<file path="src/rtl/uart_hex_rx_if.sv">
// Output bundle of the hex line receiver: last accepted word plus status strobes.
interface uart_hex_rx_if #(
  parameter int unsigned DIGITS = 4
);
  logic [4*DIGITS-1:0] value;
  logic                value_valid;
  logic                err;
  logic                busy;

  modport master (output value, value_valid, err, busy);
  modport slave  (input  value, value_valid, err, busy);
endinterface

</file>
<file path="src/rtl/uart_hex_rx.sv">
// 8N1 UART receiver feeding an ASCII-hex line parser; each terminated line
// of up to DIGITS hex digits is published as one right-aligned binary word.
module uart_hex_rx #(
  parameter int unsigned CLK_HZ = 50_000_000,
  parameter int unsigned BAUD   = 115200,
  parameter int unsigned DIGITS = 4
) (
  input  logic          clk,
  input  logic          reset,
  input  logic          uart_rx,
  uart_hex_rx_if.master bus
);

  localparam int unsigned CPB   = CLK_HZ / BAUD;
  localparam int unsigned CNT_W = (CPB > 2) ? $clog2(CPB) : 1;
  localparam int unsigned AW    = 4 * DIGITS;
  localparam int unsigned DC_W  = $clog2(DIGITS + 1);

  localparam logic [CNT_W-1:0] HALF_LAST = CNT_W'(CPB / 2 - 1);
  localparam logic [CNT_W-1:0] BIT_LAST  = CNT_W'(CPB - 1);
  localparam logic [DC_W-1:0]  DIG_MAX   = DC_W'(DIGITS);

  typedef enum logic [2:0] {
    RX_IDLE, RX_START, RX_DATA, RX_STOP, RX_WAIT_HIGH
  } rx_state_t;

  typedef enum logic {
    P_COLLECT, P_DISCARD
  } p_state_t;

  rx_state_t        rx_state, rx_next;
  logic [CNT_W-1:0] cnt, cnt_next;
  logic [2:0]       bit_idx, bit_idx_next;
  logic [7:0]       shreg, shreg_next;
  logic             rx_meta, rx_s;
  logic             byte_stb_c, frame_err_c;

  p_state_t         p_state, p_next;
  logic [AW-1:0]    acc, acc_next;
  logic [DC_W-1:0]  count, count_next;
  logic [AW-1:0]    value_q, value_next;
  logic             valid_q, valid_next;
  logic             err_q, err_next;
  logic             busy_q;

  // Synchronizer resets to the idle level so a reset never fakes a start edge
  always_ff @(posedge clk) begin
    if (reset) begin
      rx_meta <= 1'b1;
      rx_s    <= 1'b1;
    end else begin
      rx_meta <= uart_rx;
      rx_s    <= rx_meta;
    end
  end

  always_ff @(posedge clk) begin
    if (reset) begin
      rx_state <= RX_IDLE;
      cnt      <= '0;
      bit_idx  <= '0;
      shreg    <= '0;
      busy_q   <= 1'b0;
    end else begin
      rx_state <= rx_next;
      cnt      <= cnt_next;
      bit_idx  <= bit_idx_next;
      shreg    <= shreg_next;
      busy_q   <= (rx_next != RX_IDLE);
    end
  end

  // Receiver next-state: mid-bit sampling, LSB first
  always_comb begin
    rx_next      = rx_state;
    cnt_next     = cnt;
    bit_idx_next = bit_idx;
    shreg_next   = shreg;
    byte_stb_c   = 1'b0;
    frame_err_c  = 1'b0;
    case (rx_state)
      RX_IDLE: begin
        cnt_next = '0;
        if (!rx_s) rx_next = RX_START;
      end
      RX_START: begin
        if (cnt == HALF_LAST) begin
          cnt_next     = '0;
          bit_idx_next = '0;
          rx_next      = rx_s ? RX_IDLE : RX_DATA;
        end else begin
          cnt_next = cnt + 1'b1;
        end
      end
      RX_DATA: begin
        if (cnt == BIT_LAST) begin
          cnt_next     = '0;
          shreg_next   = {rx_s, shreg[7:1]};
          bit_idx_next = bit_idx + 3'd1;
          if (bit_idx == 3'd7) rx_next = RX_STOP;
        end else begin
          cnt_next = cnt + 1'b1;
        end
      end
      RX_STOP: begin
        if (cnt == BIT_LAST) begin
          cnt_next = '0;
          if (rx_s) begin
            byte_stb_c = 1'b1;
            rx_next    = RX_IDLE;
          end else begin
            frame_err_c = 1'b1;
            rx_next     = RX_WAIT_HIGH;
          end
        end else begin
          cnt_next = cnt + 1'b1;
        end
      end
      RX_WAIT_HIGH: begin
        cnt_next = '0;
        if (rx_s) rx_next = RX_IDLE;
      end
      default: rx_next = RX_IDLE;
    endcase
  end

  // Returns {is_digit, nibble}
  function automatic logic [4:0] hex_decode(input logic [7:0] ch);
    hex_decode = '0;
    if (ch >= 8'h30 && ch <= 8'h39)      hex_decode = {1'b1, 4'(ch - 8'h30)};
    else if (ch >= 8'h41 && ch <= 8'h46) hex_decode = {1'b1, 4'(ch - 8'h37)};
    else if (ch >= 8'h61 && ch <= 8'h66) hex_decode = {1'b1, 4'(ch - 8'h57)};
  endfunction

  logic [4:0] dec_c;
  logic       is_term_c, is_space_c;

  assign dec_c      = hex_decode(shreg);
  assign is_term_c  = (shreg == 8'h0A) || (shreg == 8'h0D);
  assign is_space_c = (shreg == 8'h20);

  always_ff @(posedge clk) begin
    if (reset) begin
      p_state <= P_COLLECT;
      acc     <= '0;
      count   <= '0;
      value_q <= '0;
      valid_q <= 1'b0;
      err_q   <= 1'b0;
    end else begin
      p_state <= p_next;
      acc     <= acc_next;
      count   <= count_next;
      value_q <= value_next;
      valid_q <= valid_next;
      err_q   <= err_next;
    end
  end

  // Line parser: consumes one byte per strobe, a framing error drops the line
  always_comb begin
    p_next     = p_state;
    acc_next   = acc;
    count_next = count;
    value_next = value_q;
    valid_next = 1'b0;
    err_next   = frame_err_c;
    if (frame_err_c) begin
      p_next     = P_DISCARD;
      acc_next   = '0;
      count_next = '0;
    end else if (byte_stb_c) begin
      case (p_state)
        P_COLLECT: begin
          if (is_term_c) begin
            if (count != '0) begin
              value_next = acc;
              valid_next = 1'b1;
            end
            acc_next   = '0;
            count_next = '0;
          end else if (is_space_c) begin
            p_next = P_COLLECT;
          end else if (dec_c[4] && count != DIG_MAX) begin
            acc_next   = {acc[AW-5:0], dec_c[3:0]};
            count_next = count + 1'b1;
          end else begin
            err_next = 1'b1;
            p_next   = P_DISCARD;
          end
        end
        P_DISCARD: begin
          if (is_term_c) begin
            acc_next   = '0;
            count_next = '0;
            p_next     = P_COLLECT;
          end
        end
        default: p_next = P_COLLECT;
      endcase
    end
  end

  assign bus.value       = value_q;
  assign bus.value_valid = valid_q;
  assign bus.err         = err_q;
  assign bus.busy        = busy_q;

endmodule
</file>
<file path="src/flat_wrapper.sv">
// flat-port wrapper written by rule: the top's interface ports become plain ports
module uart_hex_rx_flat 
#(
  parameter int unsigned CLK_HZ = 50_000_000,
  parameter int unsigned BAUD   = 115200,
  parameter int unsigned DIGITS = 4
)
  (clk, reset, uart_rx, bus_value, bus_value_valid, bus_err, bus_busy);
  uart_hex_rx_if #(.DIGITS(DIGITS)) bus_i ();
  input  logic clk;
  input  logic reset;
  input  logic uart_rx;
  output wire logic [$bits(bus_i.value)-1:0] bus_value;
  output wire logic [$bits(bus_i.value_valid)-1:0] bus_value_valid;
  output wire logic [$bits(bus_i.err)-1:0] bus_err;
  output wire logic [$bits(bus_i.busy)-1:0] bus_busy;
  assign bus_value = bus_i.value;
  assign bus_value_valid = bus_i.value_valid;
  assign bus_err = bus_i.err;
  assign bus_busy = bus_i.busy;
  uart_hex_rx #(.CLK_HZ(CLK_HZ), .BAUD(BAUD), .DIGITS(DIGITS)) u_core (.clk(clk), .reset(reset), .uart_rx(uart_rx), .bus(bus_i));
endmodule
</file>
<file path="config.mk">
export PLATFORM = sky130hd
export DESIGN_NAME = uart_hex_rx_flat
export DESIGN_NICKNAME = d
export VERILOG_FILES = /design/src/rtl/uart_hex_rx_if.sv /design/src/rtl/uart_hex_rx.sv /design/src/flat_wrapper.sv
export SDC_FILE = /design/constraint.sdc
export NUM_CORES = 1
export LEC_CHECK = 0
export ABC_CLOCK_PERIOD_IN_PS = 2750
export CAP_MARGIN = 20
export CORE_MARGIN = 3
export CORE_UTILIZATION = 40
export CTS_CLUSTER_SIZE = 20
export DETAILED_ROUTE_END_ITERATION = 6
export PLACE_DENSITY = 0.61
export SETUP_SLACK_MARGIN = 0.05
export SYNTH_ARGS = -nofsm -noshare
export SYNTH_HDL_FRONTEND = slang
export SYNTH_SLANG_ARGS = --single-unit
</file>
<file path="constraint.sdc">
create_clock -name clk -period 2.75 [get_ports clk]
set_input_delay 0.55 -clock clk [delete_from_list [all_inputs] [get_ports clk]]
set_output_delay 0.55 -clock clk [all_outputs]
set_load 0.02 [all_outputs]
</file>
==> run_results.csv, run 1 <==
group,metric,value,unit
timing,relSlewSlack,56.1,%
min_path,hp-class,"register to register",
power_and_ir_drop,switching_share,23.1,%
detailed_routing,drt_iter0_drc,96,
clocking,ctsResizeCount,0,
finish,nNetsFinal,380,
power_and_ir_drop,ir_worst_vdd,0.256,mV
detailed_routing,vias,2371,
critical_path,critPathArrivalTime,2.64,ns
grt,grt_usage,15.4,%
run,drv_cap,0,
yosys,synth.cell_area,3090,um2
critical_path,reg2reg_slack,0.38,ns
timing,slew_viol_final,0,
yosys,synth-edff-count,0,
detailed_routing,drc,0,
floorplan,die_x,93.9,um
placed_design,dp_hpwl,4.18,mm
finish,final_area,3590,um2
timing,timing.final.crit_share,86.1,%
clocking,holdBufCountCts,0,
timing,worstMarginPinSlew,0.658,ns
critical_path,startpoint,"u_core.cnt[0]",
power_and_ir_drop,power.share.sequential,52.8,%
yosys,synthCells,344,
floorplan,rows,31,
run_status,outcome,"complete, no violations",
finish,antenna_cells,0,
yosys,ys_ff_latch,64,
detailed_routing,antenna_left,0,
timing,min_period,2.37,ns
power_and_ir_drop,combPwrFrac,2.3,%
power_and_ir_drop,powerDensity,493,nW/um2
detailed_routing,viasPerCell,5.06,
detailed_routing,routed_wl,6.06,mm
finish,num-fill-cells,699,
power_and_ir_drop,internal-power,0.00136,W
finish,drive_gt1_share,9.73,%
yosys,yosys-top-cells-count,"64 x dfxtp_1, 61 x nand2_1, 39 x nor2_1",
critical_path,crit_end,"u_core.acc[9]",
critical_path,timing.rr.end,"u_core.acc[9]",
floorplan,start_util,42.0,%
grt,grt_max_degree,39,
detailed_routing,wl_per_cell,12.9,um
floorplan,io-pin-count,22,
clocking,clkSlewWorstSetupHoldPaths,0.07,ns
timing,max_freq,423,MHz
timing,skew,0.0104,ns
grt,grt_pass1_vias,2338,
clocking,clock-sinks,64,
yosys,ys_seq_area_share,41.4,%
power_and_ir_drop,p_leak,1.20,nW
placed_design,gp_congestion,0.836,
placed_design,port_buffers,21,
yosys,yosysMostFrequentCell,"dfxtp_1",
clocking,clk_latency,0.35,ns
critical_path,critPathKind,"register to register",
yosys,synthTopCellsByArea,"dfxtp_1 41%, mux2i_1 11%, nand2_1 7.4%",
timing,finalSetupViolations,0,
floorplan,die_area,8820,um2
grt,antenna_found_initial,0,
placed_design,placedInstanceArea,3380,um2
timing,hold_viol_final,0,
critical_path,rr_worst_depth,7,
timing,rsz0062_at_grt,"false",
clocking,cts-htree-levels,3,
clocking,root_buffer,"clkbuf_8",
yosys,yosysTopAreaCell,"dfxtp_1",
critical_path,cp.required,3.02,ns
grt,grt_pass1_wl,10.9,mm
critical_path,startpoint_type,"register",
power_and_ir_drop,p_sw,0.000408,W
grt,overflow,0,
yosys,yosys.cell_types.count,60,
clocking,cts_buffers,9,
power_and_ir_drop,p_clk_share,44.9,%
yosys,async_flop_share,0,%
floorplan,dieHeight,93.9,um
yosys,synth_ff_type,"dfxtp_1",
timing,setup-tns-final,0,ns
yosys,synth_area_per_cell,8.99,um2
critical_path,r2r-start,"u_core.cnt[0]",
finish,area_delta_synth_final,16.0,%
critical_path,crit_fanout,17,
floorplan,core_area,7370,um2
clocking,cts_tree,"yes",
yosys,syn-num-nets,359,
clocking,cts_setup_buffers,0,
critical_path,endpoint_kind,"register",
finish,fin_util,48.7,%
yosys,synth_top_area_share,41.4,%
clocking,cts_buffer_depth,2,
yosys,synth_warnings,0,
detailed_routing,drt-pass1-iter-count,4,
## state kept, by name (all words and copies together), names as in the netlist
name,count
u_core.bus.busy,1
u_core.rx_meta,1
u_core.cnt,9
u_core.bus.value_valid,1
u_core.rx_s,1
u_core.bus.value,16
u_core.shreg,8
u_core.bus.err,1
u_core.p_state,1
u_core.acc,16
u_core.bit_idx,3
u_core.count,3
u_core.rx_state,3
## critical path: stages (launching register included)
cell	delay, ns
dfxtp_1	0.42
ha_1	0.25
nand4bb_4	0.15
nor4_4	0.29
or3b_1	0.44
o31ai_4	0.17
buf_4	0.32
mux2i_1	0.24
## cell type report
cell class	count	area [um2]	share of cell area [%]
multi-input cells	252	1680	47.0
flip-flops and latches	64	1280	35.7
well taps	99	124	3.45
clock inverters	7	72.6	2.02
inverters	10	37.5	1.05
clock buffers	9	124	3.45
repair buffers	28	263	7.33
## stage by stage
step                hold slack, ns  worst slack [ns]  cells  total power, W
floorplan                    0.389             0.595    344        0.000982
global placement             0.391             0.321    453        0.000995
detailed placement           0.394             0.195    453        0.000995
CTS                          0.410             0.189    469         0.00180
global route                 0.428             0.189    469         0.00185
finish                       0.409             0.383    469         0.00177
## routing by layer
metal,vias to the layer above,global-route usage (%),share of wire [%]
li1,1237,-,-
met1,1090,20.3,52
met2,35,23.5,43
met3,9,4.25,3.6
met4,0,6.74,1.8
met5,-,0,0
## placed cells by master (no fill, tap or decap), drive strengths merged, types with 3 or more instances in the layout
cell type       n
dfxtp          64
clkinv          4
a31oi           4
nand4b          4
ha             12
nor2           39
o21ai           5
or2             3
a21oi          16
clkdlybuf4s50  21
and4            3
and2            3
nand4           5
xor2            3
mux2i          34
xnor2           6
buf             7
nor3            7
nand3           7
nand2          61
inv            10
clkbuf          9
## worst min-delay path by stage
stage | start | endpoint | slack [ns] | cells after the start
floorplan | u_core.rx_meta | u_core.rx_s | 0.39 | 1
global route | u_core.rx_meta | u_core.rx_s | 0.43 | 1
CTS | u_core.rx_meta | u_core.rx_s | 0.41 | 1
detailed placement | u_core.rx_meta | u_core.rx_s | 0.39 | 1
global placement | u_core.rx_meta | u_core.rx_s | 0.39 | 1
finish | u_core.rx_meta | u_core.rx_s | 0.41 | 1
## cell families after synthesis
logic type / Yosys count / share of synthesized area, %
buffers and inverters: 28 / 4.57
adders and majority gates: 12 / 4.86
and+or+nand+nor: 153 / 25.8
DFF: 64 / 41.4
muxes: 36 / 11.7
xor gates and xnor gates: 9 / 2.55
AOI/OAI and AO/OA: 42 / 9.07
## power groups by stage
stage / Clock (W) / Sequential (W) / Combinational, W
floorplan: 0 / 0.000954 / 0.0000278
global placement: 0 / 0.000955 / 0.0000395
detailed placement: 0 / 0.000955 / 0.0000399
CTS: 0.000822 / 0.000934 / 0.0000400
global route: 0.000871 / 0.000934 / 0.0000449
finish: 0.000795 / 0.000934 / 0.0000403
(Power assumes the default switching activity.)
==> inputs of run 2 (changes only) <==
- CTS_BUF_LIST: not set -> sky130_fd_sc_hd__clkbuf_4
- SETUP_SLACK_MARGIN: 0.05 -> not set
==> run_results.csv, run 2 (synthesis gave the netlist of run 1 again) <==
group,metric,value,unit
timing,finalSetupViolations,0,
clocking,clock-sinks,64,
placed_design,placedInstanceArea,3380,um2
timing,rsz0062_at_grt,"false",
timing,min_period,2.36,ns
timing,max_freq,423,MHz
detailed_routing,routed_wl,6.02,mm
floorplan,die_area,8820,um2
detailed_routing,viasPerCell,5.08,
floorplan,core_area,7370,um2
timing,worstMarginPinSlew,0.666,ns
clocking,cts_buffer_depth,2,
clocking,cts-htree-levels,3,
clocking,clk_latency,0.40,ns
min_path,holdPathStages,1,
finish,antenna_cells,0,
timing,hold_viol_final,0,
power_and_ir_drop,p_leak,1.18,nW
detailed_routing,vias,2381,
placed_design,port_buffers,21,
critical_path,endpoint_kind,"register",
clocking,root_buffer,"clkbuf_4",
critical_path,crit_fanout,17,
detailed_routing,drc,0,
clocking,cts_setup_buffers,0,
placed_design,gp_congestion,0.836,
detailed_routing,wl_per_cell,12.8,um
floorplan,io-pin-count,22,
power_and_ir_drop,powerDensity,454,nW/um2
timing,setup_ws,0.388,ns
finish,num-fill-cells,714,
finish,final_area,3530,um2
critical_path,critPathArrivalTime,2.69,ns
grt,overflow,0,
run,drv_cap,0,
critical_path,rr_worst_depth,7,
placed_design,dpl_worst_slack,0.195,ns
detailed_routing,drt-pass1-iter-count,4,
run_status,outcome,"complete, no violations",
clocking,cts_buffers,9,
grt,grt_pass1_wl,10.9,mm
floorplan,dieHeight,93.9,um
grt,grt_pass1_vias,2326,
detailed_routing,drt_iter0_drc,105,
grt,grt_usage,15.3,%
timing,setup-tns-final,0,ns
clocking,cts_tree,"yes",
clocking,holdBufCountCts,0,
detailed_routing,antenna_left,0,
timing,skew,0.0166,ns
finish,most-common-layout-cells,"64 x dfxtp_1, 61 x nand2_1, 39 x nor2_1",
finish,area_delta_synth_final,14.2,%
finish,drive_gt1_share,9.73,%
clocking,clkSlewWorstSetupHoldPaths,0.11,ns
finish,nNetsFinal,380,
grt,antenna_found_initial,0,
finish,final_common_cell,"dfxtp_1",
timing,slew_viol_final,0,
power_and_ir_drop,design_power_total,0.00160,W
critical_path,critPathKind,"register to register",
floorplan,die_x,93.9,um
min_path,hp-class,"register to register",
timing,timing.final.crit_share,85.9,%
grt,grt_max_degree,39,
placed_design,dp_hpwl,4.18,mm
floorplan,rows,31,
power_and_ir_drop,ir_worst_vdd,0.239,mV
clocking,ctsResizeCount,0,
floorplan,start_util,42.0,%
critical_path,startpoint_type,"register",
critical_path,cp.required,3.07,ns
timing,relSlewSlack,55.6,%
run 2: cell counts in the layout (fill, tap and decap cells not counted):
No cell type changed its count.
run 2: power by group:
group	total [W]	leakage (nW)	switching, W	internal [W]
Clock	0.000627	0.0719	0.000350	0.000276
Combinational	0.0000403	0.593	0.0000264	0.0000139
Sequential	0.000934	0.516	0.00000437	0.000930
run 2: path summary, 6_finish.rpt:
kind / end / startpoint / slack, ns
setup / recovery: u_core.acc[9] / u_core.cnt[0] / 0.39
hold / removal: u_core.rx_s / u_core.rx_meta / 0.42
setup reg to reg: u_core.acc[9] / u_core.cnt[0] / 0.39
hold reg to reg: u_core.rx_s / u_core.rx_meta / 0.42
run 2: cell type report:
| cell class | instances | area (um2) | share of cell area, % |
|---|---|---|---|
| clock buffer | 9 | 67.6 | 1.91 |
| timing repair buffer | 28 | 263 | 7.44 |
| inverter | 10 | 37.5 | 1.06 |
| multi-input combinational | 252 | 1680 | 47.7 |
| sequential | 64 | 1280 | 36.3 |
| tap | 99 | 124 | 3.51 |
| clock inverter | 7 | 72.6 | 2.06 |
run 2: critical path, cell delays in order (launching register included):
cell and delay, ns:
dfxtp_1 0.44, ha_1 0.25, nand4bb_4 0.15, nor4_4 0.27, or3b_1 0.44, o31ai_4 0.17, buf_4 0.32, mux2i_1 0.24
run 2: layer usage:
metal  track usage (%)  routed length [um]
met5                 0                   0
met4              5.29                  86
met3              4.25                 220
met2              23.7                2620
met1              20.4                3090
run 2: stage by stage:
stage	std cells	utilization, %	hold WS (ns)
2_1_floorplan	344	-	0.389
3_3_place_gp	453	45.9	0.391
3_5_place_dp	453	45.9	0.394
4_1_cts	469	47.8	0.420
5_1_grt	469	47.9	0.439
6_report	469	47.9	0.418
==> inputs of run 3 (changes only) <==
--- a/config.mk
+++ b/config.mk
@@ -7,5 +7,6 @@
 export LEC_CHECK = 0
+export ABC_AREA = 1
 export ABC_CLOCK_PERIOD_IN_PS = 2750
 export CAP_MARGIN = 20
-export CORE_MARGIN = 3
+export CORE_MARGIN = 1
 export CORE_UTILIZATION = 40
==> constraint.sdc (replaced) <==
create_clock -name clk -period 2.75 [get_ports clk]
set_input_delay 0.825 -clock clk [delete_from_list [all_inputs] [get_ports clk]]
set_output_delay 0.825 -clock clk [all_outputs]
set_load 0.02 [all_outputs]
==> run_results.csv, run 3 <==
group,metric,value,unit
power_and_ir_drop,powerDensity,418,nW/um2
placed_design,dp.cells,551,
finish,antenna_cells,0,
min_path,hp-class,"register to register",
yosys,synth-compound-area-share,12.1,%
yosys,synth_area_per_cell,7.34,um2
critical_path,slowest_delay,0.47,ns
critical_path,slowest_stage,"o21bai_4",
detailed_routing,drt_iter0_drc,84,
timing,worstMarginPinSlew,0.609,ns
critical_path,r2r-start,"u_core.shreg[0]",
yosys,synthTopCellsByArea,"dfxtp_1 40%, nor2_1 11%, nand2_1 7.4%",
yosys,synthMuxAreaShare,0,%
grt,overflow,0,
yosys,synth.cell_area,3210,um2
placed_design,dp_hpwl,4.64,mm
yosys,synth_xor_area_share,1.91,%
clocking,cts_tree,"yes",
timing,relSlewSlack,59.4,%
yosys,yosys.area_share.simple,33.1,%
timing,max_freq,450,MHz
critical_path,timing.rr.end,"u_core.acc[3]",
critical_path,cp.required,3.05,ns
floorplan,die_x,91.5,um
timing,hold_viol_final,0,
critical_path,cp_top_family,"simple AND/OR/NAND/NOR gates",
detailed_routing,viasPerCell,4.79,
power_and_ir_drop,p_leak,1.59,nW
detailed_routing,routed_wl,6.36,mm
timing,skew,0.0187,ns
critical_path,startpoint,"u_core.shreg[0]",
grt,grt_pass1_wl,11.4,mm
finish,nNetsFinal,475,
finish,fin_cells,567,
grt,grt_pass1_vias,2576,
clocking,holdBufCountCts,0,
yosys,yosys-top-cells-count,"93 x nor2_1, 64 x dfxtp_1, 63 x nand2_1",
critical_path,crit_end,"u_core.acc[3]",
floorplan,die_area,8380,um2
critical_path,endpoint_kind,"register",
critical_path,startpoint_type,"register",
run_status,outcome,"complete, no violations",
finish,drive_gt1_share,14.8,%
yosys,synthCells,437,
run,drv_cap,0,
clocking,cts_buffer_depth,2,
yosys,ys_ff_latch,64,
floorplan,io-pin-count,22,
detailed_routing,wl_per_cell,11.2,um
clocking,ctsResizeCount,0,
critical_path,cp.depth,11,
yosys,syn-num-nets,452,
yosys,yosys.cell_types.count,35,
critical_path,reg2reg_slack,0.53,ns
timing,setup-tns-final,0,ns
floorplan,dieHeight,91.5,um
yosys,synth_warnings,0,
clocking,cts-htree-levels,3,
clocking,cts_setup_buffers,0,
yosys,synthAdderAreaFrac,4.68,%
detailed_routing,drc,0,
timing,timing.final.crit_share,80.9,%
yosys,synth_ff_type,"dfxtp_1",
finish,most-common-layout-cells,"93 x nor2_1, 64 x dfxtp_1, 63 x nand2_1",
yosys,synth-edff-count,0,
clocking,clock-sinks,64,
yosys,synth_top_family_by_area,"simple AND/OR/NAND/NOR gates",
finish,final_common_cell,"nor2_1",
detailed_routing,vias,2716,
critical_path,rr_worst_depth,11,
critical_path,critPathArrivalTime,2.52,ns
grt,grt_max_degree,22,
floorplan,start_util,41.5,%
detailed_routing,drt-pass1-iter-count,4,
power_and_ir_drop,ir_worst_vdd,0.167,mV
yosys,yosysTopAreaCell,"dfxtp_1",
yosys,ys_seq_area_share,40.0,%
timing,slew_viol_final,0,
clocking,root_buffer,"clkbuf_4",
finish,area_delta_synth_final,12.1,%
placed_design,port_buffers,21,
grt,grt_usage,17.1,%
finish,num-fill-cells,789,
critical_path,crit_chain,"inv_1, ha_1, o21ai_0, nand2_1, nand2_2, nand2_1, nand2_1, o21bai_4, inv_4, nor2_1, nor2_1",
critical_path,crit_fanout,21,
finish,fin_util,46.5,%
placed_design,gp_congestion,0.811,
floorplan,core_area,7730,um2
yosys,async_flop_share,0,%
critical_path,critPathBufInv,2,
yosys,synth_top_area_share,40.0,%
detailed_routing,antenna_left,0,
critical_path,critPathKind,"register to register",
min_path,worstHoldStart,"u_core.rx_meta",
timing,min_period,2.22,ns
clocking,clkSlewWorstSetupHoldPaths,0.11,ns
clocking,cts_buffers,9,
timing,rsz0062_at_grt,"false",
yosys,yosysMostFrequentCell,"nor2_1",
timing,finalSetupViolations,0,
clocking,clk_latency,0.40,ns
grt,antenna_found_initial,0,
floorplan,rows,32,
critical_path,crit_top_cell,"nand2_1",
## run 3: cell types whose count changed after synthesis, moves of 8 or more
| cell | change |
|---|---|
| mux2i_1 | -34 |
| inv_1 | +26 |
| nand3_1 | +8 |
| o21ai_0 | +26 |
| nor2_2 | +23 |
| nor2_1 | +54 |
| o21ai_1 | +19 |
## run 3: worst min path at each step
| stage | end | slack, ns | cells after the start |
|---|---|---|---|
| after floorplan | u_core.rx_s | 0.39 | 1 |
| after global placement | u_core.rx_s | 0.39 | 1 |
| after detailed placement | u_core.rx_s | 0.40 | 1 |
| after CTS | u_core.rx_s | 0.43 | 1 |
| after global routing | u_core.rx_s | 0.46 | 1 |
| final | u_core.rx_s | 0.42 | 1 |
## run 3: metal layers
metal / global-route usage (%) / up-vias / part of all wire, %
met5: 0 / - / 0
met4: 5.95 / 0 / 0.58
met3: 5.03 / 2 / 3.0
met2: 26.1 / 36 / 44
met1: 22.7 / 1240 / 53
li1: - / 1438 / -
## run 3: kinds of logic (layout without fill, tap and decap cells)
| family | after synthesis | in the layout |
|---|---|---|
| buf+inv | 57 | 85 |
| compound gates | 72 | 72 |
| xor+xnor | 7 | 7 |
| simple gates | 225 | 225 |
| flops | 64 | 64 |
| fa+ha+maj | 12 | 12 |
## run 3: where the power goes
part / internal, W / switching [W] / leakage, nW
Sequential: 0.000930 / 0.00000405 / 0.516
Combinational: 0.0000180 / 0.0000307 / 1.01
Clock: 0.000198 / 0.000321 / 0.0678
## run 3: layout make-up
type	instances	area, um2	area share [%]
Inverter	43	169	4.70
Multi-Input combinational cell	316	1660	46.2
Clock inverter	5	23.8	0.662
Clock buffer	11	82.6	2.30
Tap cell	102	128	3.55
Sequential cell	64	1280	35.7
Timing Repair Buffer	26	248	6.90
## run 3: stage by stage
step / setup slack (ns) / hold WS, ns / total power [W] / cell area [um2]
3_3_place_gp: 0.603 / 0.392 / 0.00100 / 3490
6_report: 0.526 / 0.423 / 0.00150 / 3590
3_5_place_dp: 0.541 / 0.397 / 0.00100 / 3490
5_1_grt: 0.258 / 0.457 / 0.00157 / 3590
2_1_floorplan: 1.04 / 0.389 / 0.000988 / 3210
4_1_cts: 0.506 / 0.426 / 0.00153 / 3590
## run 3: worst register-to-register path: stages, from the launching register on
cell,delay [ns]
dfxtp_1,0.36
inv_1,0.17
ha_1,0.19
o21ai_0,0.08
nand2_1,0.08
nand2_2,0.09
nand2_1,0.15
nand2_1,0.14
o21bai_4,0.47
inv_4,0.21
nor2_1,0.14
nor2_1,0.05
